File: config.mk
export PLATFORM = sky130hd
export DESIGN_NAME = alu_issue_ctrl
export DESIGN_NICKNAME = d
export VERILOG_FILES = /design/src/rtl/alu_issue_ctrl.sv
export SDC_FILE = /design/constraint.sdc
export NUM_CORES = 1
export LEC_CHECK = 0
export ABC_AREA = 1
export CAP_MARGIN = 40
export CORE_AREA = 2 2 124 246
export CTS_CLUSTER_DIAMETER = 60
export DETAILED_ROUTE_END_ITERATION = 8
export DIE_AREA = 0 0 126 248
export SYNTH_ARGS = -nofsm -noshare
export SYNTH_HDL_FRONTEND = slang
export SYNTH_SLANG_ARGS = --single-unit
File: constraint.sdc
create_clock -name clk -period 1.8 [get_ports clk]
set_input_delay 0.18 -clock clk [delete_from_list [all_inputs] [get_ports clk]]
set_output_delay 0.18 -clock clk [all_outputs]
set_load 0.005 [all_outputs]
File: src/rtl/alu_issue_ctrl.sv
// alu_issue_ctrl: fetch/decode/issue sequencer wrapped around a combinational ALU with an 8x16 register file
module alu_issue_ctrl #(
  parameter int PC_WIDTH = 8,
  parameter int RESET_PC = 0
) (
  input  logic                clk,
  input  logic                rst_n,
  input  logic                start,
  output logic                imem_req,
  output logic [PC_WIDTH-1:0] imem_addr,
  input  logic                imem_ack,
  input  logic [15:0]         imem_rdata,
  output logic [15:0]         alu_inA,
  output logic [15:0]         alu_inB,
  output logic                alu_operation,
  input  logic [15:0]         alu_result,
  input  logic                alu_mem_update_flag,
  input  logic [2:0]          dbg_sel,
  output logic [15:0]         dbg_data,
  output logic                busy,
  output logic                halted,
  output logic [15:0]         retired
);
  typedef enum logic [2:0] {IDLE, FETCH, DECODE, EXEC, WB, HALTED} state_t;
  state_t state;
  logic [PC_WIDTH-1:0] pc;
  logic [15:0] ir, res_q;
  logic flag_q;
  logic [15:0] rf [0:7];
  logic [2:0] rd, rs1, rs2;
  assign rd = ir[14:12];
  assign rs1 = ir[11:9];
  assign rs2 = ir[8:6];
  assign imem_req = state == FETCH;
  assign imem_addr = pc;
  assign busy = state inside {FETCH, DECODE, EXEC, WB};
  assign halted = state == HALTED;
  // rf[0] is never written, so it reads as zero everywhere
  assign dbg_data = rf[dbg_sel];
  always_ff @(posedge clk) begin
    if (!rst_n) begin
      state <= IDLE;
      pc <= PC_WIDTH'(RESET_PC);
      ir <= '0;
      res_q <= '0;
      flag_q <= 1'b0;
      alu_inA <= '0;
      alu_inB <= '0;
      alu_operation <= 1'b0;
      retired <= '0;
      for (int i = 0; i < 8; i++) rf[i] <= '0;
    end else begin
      case (state)
        IDLE: if (start) state <= FETCH;
        FETCH: if (imem_ack) begin
          ir <= imem_rdata;
          state <= DECODE;
        end
        DECODE: if (ir == 16'h003F) state <= HALTED;
        else begin
          alu_inA <= ir[15] ? 16'h0000 : rf[rs1];
          alu_inB <= ir[15] ? {8'h00, ir[7:0]} : rf[rs2];
          alu_operation <= ir[15];
          state <= EXEC;
        end
        EXEC: begin
          res_q <= alu_result;
          flag_q <= alu_mem_update_flag;
          state <= WB;
        end
        WB: begin
          if (flag_q) begin
            if (rd != 3'd0) rf[rd] <= res_q;
            retired <= retired + 16'd1;
          end
          pc <= pc + PC_WIDTH'(1);
          state <= FETCH;
        end
        HALTED: if (start) begin
          pc <= PC_WIDTH'(RESET_PC);
          retired <= '0;
          state <= FETCH;
        end
        default: state <= IDLE;
      endcase
    end
  end
endmodule

==> results.txt <==
The number of flops mapped to enable cells by yosys came out at roughly 130. The repair_antennas step left the layout with diodes totalling 0. The die boundary width came out at 126 um. The maximum operating frequency is 548 MHz. After detailed routing, the number of vias per cell comes to between 5 and 6. Walking the worst path, the cells encountered are inv_2, a21oi_2, o21ai_1, o21ai_1, nor2_1, a31oi_1, buf_2. Max-cap violations in this run came to 0. The final core area utilization came out at 0.500.

The via count is between 10,000 and 15,000. The final reports fail on negative setup slack. Clock latency on the worst-skew pair, taken at its later pin, is between 0.5 and 0.6 ns. Across the routed clock network, the largest skew measured is 0.0220 ns. The library cells used most frequently in the layout, excluding fill and tap cells, are 384 x sky130_fd_sc_hd__nand2_1, 219 x sky130_fd_sc_hd__nor2_1, 128 x sky130_fd_sc_hd__edfxtp_1, 117 x sky130_fd_sc_hd__o211ai_1, 112 x sky130_fd_sc_hd__inv_1. Setup repair after global routing could not meet its margin everywhere.

For the pin with the worst max-slew slack, the measured transition is between 0.7 and 0.8 ns. The count of H-tree levels built during CTS came out at 1. The share of the Yosys chip area taken by registers is 0.492. Counting flops with an async set or reset pin after synthesis yields a share of 0. The slowest stage of the critical path belongs to the cell sky130_fd_sc_hd__edfxtp_1. For this run, the slowest stage of the critical path takes ~0.36 ns. The number of antenna-violating nets in the routed design is 0. The area of the mapped netlist came out at 11,800 sq um.

The longest clock path from root to sink contains 3 buffers. Data on the critical path is required at its endpoint by 1.62 ns. After technology mapping, the gate count stands at 1,532. For this run, the post-layout net count is ~1,700. The floorplan step defined a die boundary enclosing 31,200 sq um. The synthesis warning total came out at 0. After routing the design area is roughly 15,000 sq um. Counting the fill cells in the layout gives a little under 3,000. Counting cells, the worst reg-to-reg path comes to 6. The endpoint class of the critical path is an output port.

The shortest period the worst path allows is ~1.8 ns. Entering global routing, the biggest net connects 65 pins. The hold slack is around 0.22 ns.

The flip-flop and latch count after synthesis came out at about 230. The wire length reported by the detailed router is approximately 37 mm. For this configuration, the core starts out at a cell density of 0.403. In the routed design, unresolved DRC markers number 0.

The share of layout cells above drive strength 1 came out at 0.121. The average routed wire per standard cell is roughly 18 um. Setup violations remaining at the end of the flow were counted as 2.

The worst setup path is of the reg -> out kind. The final worst slack came out at -0.0235 ns. The weighted congestion reported at the end of routability-driven placement came out at approximately 0.9.

The global routing usage summed across all routing layers is 0.231. The static leakage is 5.50 nW. The placement-stage cell area came out at approximately 14,000 sq um. The total count of max-transition violations in the final report was 0. 116 I/O pins were placed. The number of antenna violations at the first check in global routing was 0.

The number of sinks on the clock net is roughly 230. The core region is ~30,000 sq um. In this run the worst path has a maximum fanout of 3.

Data arrives at the worst endpoint at 1.64 ns. The violation count after the first detailed-route iteration is 895. Measured along the y axis, the die boundary spans approximately 250 um.

The cell chosen for the clock root is sky130_fd_sc_hd__clkbuf_16. The most frequent standard cell in the layout excluding fill and tap cells is sky130_fd_sc_hd__nand2_1. The area overhead of the layout relative to synthesis came out at 23.9%. The via count of the first global-routing pass came out at 10,675. The cell with the most instances on the worst path is sky130_fd_sc_hd__o21ai_1. The count of endpoints failing hold in the final timing report is 0. Across the VDD grid, the largest voltage drop is between 0.6 and 0.7 mV. The average instance in the mapped netlist occupies approximately 7.7 sq um. The relative max-transition margin is 0.506. After layout, the design draws a total of approximately 14 mW.

The number of input and output port buffers inserted is 115. TritonCTS built the clock tree. In this run the power density over the cells is around 930 nW/um^2. The flow ran to the end, but the final reports show violations. Before CTS, the worst setup slack after placement is -0.147 ns. The remaining global-route overflow is 0. The HPWL after detailed placement is roughly 27 mm.

Yosys mapped the design onto 35 distinct sky130hd cell types. The initialized floorplan defines 89 standard-cell rows. The worst setup path is launched from a register. The number of buffers inserted during clock tree synthesis is 23. The clock-pin slew reported for the worst setup and hold paths after clock tree synthesis is roughly 0.070 ns.

The first-pass GRT wire length came out at about 57 mm. The number of iterations in the first detailed-routing pass came out at 6. The min-delay analysis places its worst path in the category in -> reg. For this run, the leading register cell type out of synthesis is sky130_fd_sc_hd__edfxtp_1. The final cycle utilization of the critical path is 1.01.

The worst hold path stage count is 3.
-- power by group --
group          total (mW)  internal (mW)  switching [mW]
combinational        2.66           1.01            1.66
sequential           5.96           5.74           0.220
clock                5.06           2.85            2.21
total                13.7           9.59            4.09
-- cell families after synthesis --
group                      count (synthesis)  share of synthesized area
DFF                                      227                      0.492
buffers and inverters                    233                     0.0824
adders and majority gates                  2                    0.00211
and+or+nand+nor                          693                      0.237
other                                      1                   0.000316
AOI/OAI and AO/OA                        376                      0.186
-- flip-flops by register name, indices dropped and copies added (netlist names), named ones only --
name           flops
rf               128
alu_inA           16
alu_inB           16
ir                16
res_q             16
retired           16
imem_addr          8
state              3
alu_operation      1
flag_q             1
-- worst paths after layout --
check                            start                   endpoint  slack (ns)
max            rf[5][10]$_SDFFCE_PN0P_               dbg_data[10]       -0.02
min                alu_mem_update_flag        flag_q$_SDFFE_PN0N_        0.22
max reg2reg      state[0]$_SDFFE_PN0P_     rf[1][2]$_SDFFCE_PN0P_        0.13
min reg2reg  imem_addr[4]$_SDFFE_PN0P_  imem_addr[4]$_SDFFE_PN0P_        0.46
-- Yosys cell counts (3+ instances only) --
library cell / instances / area, sq um
sky130_fd_sc_hd__a31oi_1: 17 / 106
sky130_fd_sc_hd__buf_6: 3 / 33.8
sky130_fd_sc_hd__o211ai_1: 117 / 878
sky130_fd_sc_hd__and3_1: 3 / 18.8
sky130_fd_sc_hd__nand2_2: 5 / 31.3
sky130_fd_sc_hd__nor2_1: 220 / 826
sky130_fd_sc_hd__nor3_1: 11 / 55.1
sky130_fd_sc_hd__nand3_1: 48 / 240
sky130_fd_sc_hd__nand4_1: 10 / 62.6
sky130_fd_sc_hd__a21oi_1: 114 / 571
sky130_fd_sc_hd__inv_1: 129 / 484
sky130_fd_sc_hd__o21ai_0: 124 / 621
sky130_fd_sc_hd__clkbuf_1: 51 / 191
sky130_fd_sc_hd__dfxtp_1: 99 / 1980
sky130_fd_sc_hd__nand2_1: 385 / 1450
sky130_fd_sc_hd__buf_1: 9 / 33.8
sky130_fd_sc_hd__nor2_4: 3 / 33.8
sky130_fd_sc_hd__buf_2: 33 / 165
sky130_fd_sc_hd__clkbuf_8: 3 / 41.3
sky130_fd_sc_hd__edfxtp_1: 128 / 3840
-- per-stage QoR --
step                TNS [ns]  cells
global route           -1.35   2055
detailed placement     -1.33   2000
CTS                   -0.113   2049
global placement       -1.08   2000
finish               -0.0290   2055
floorplan             -12.86   1547
-- what timing repair did --
| item | in CTS | in global routing |
|---|---|---|
| gates resized for setup | 115 | 27 |
| hold buffers | 0 | 0 |
| pin swaps | 3 | 13 |
| endpoints found under the setup margin | 21 | 40 |
| gates cloned | 0 | 1 |
| setup buffers | 7 | 5 |
| hold endpoints to repair | 0 | 0 |
-- final cells by class --
type,instances,area [sq um],area share
clock inverter,18,216,0.0147
tap,364,455,0.0310
timing repair buffer,202,1910,0.130
clock buffer,24,579,0.0394
inverter,132,498,0.0339
sequential,227,5840,0.398
multi-input combinational,1088,5180,0.353
-- worst max-delay path: cells and delay by family, from the launching register on --
kind                   cells  cell delay [ns]
DFF                        1             0.36
and+or+nand+nor            1             0.07
AOI/OAI and AO/OA          4             0.46
buffers and inverters      2             0.22
-- routing by layer --
layer	GRT usage	wire length, um	vias up
met5	0	0	-
met4	0.0979	1250	0
met3	0.0375	2140	83
met2	0.431	19500	359
met1	0.258	14200	5126
li1	-	-	5419
Power figures use the tool's default switching activity.
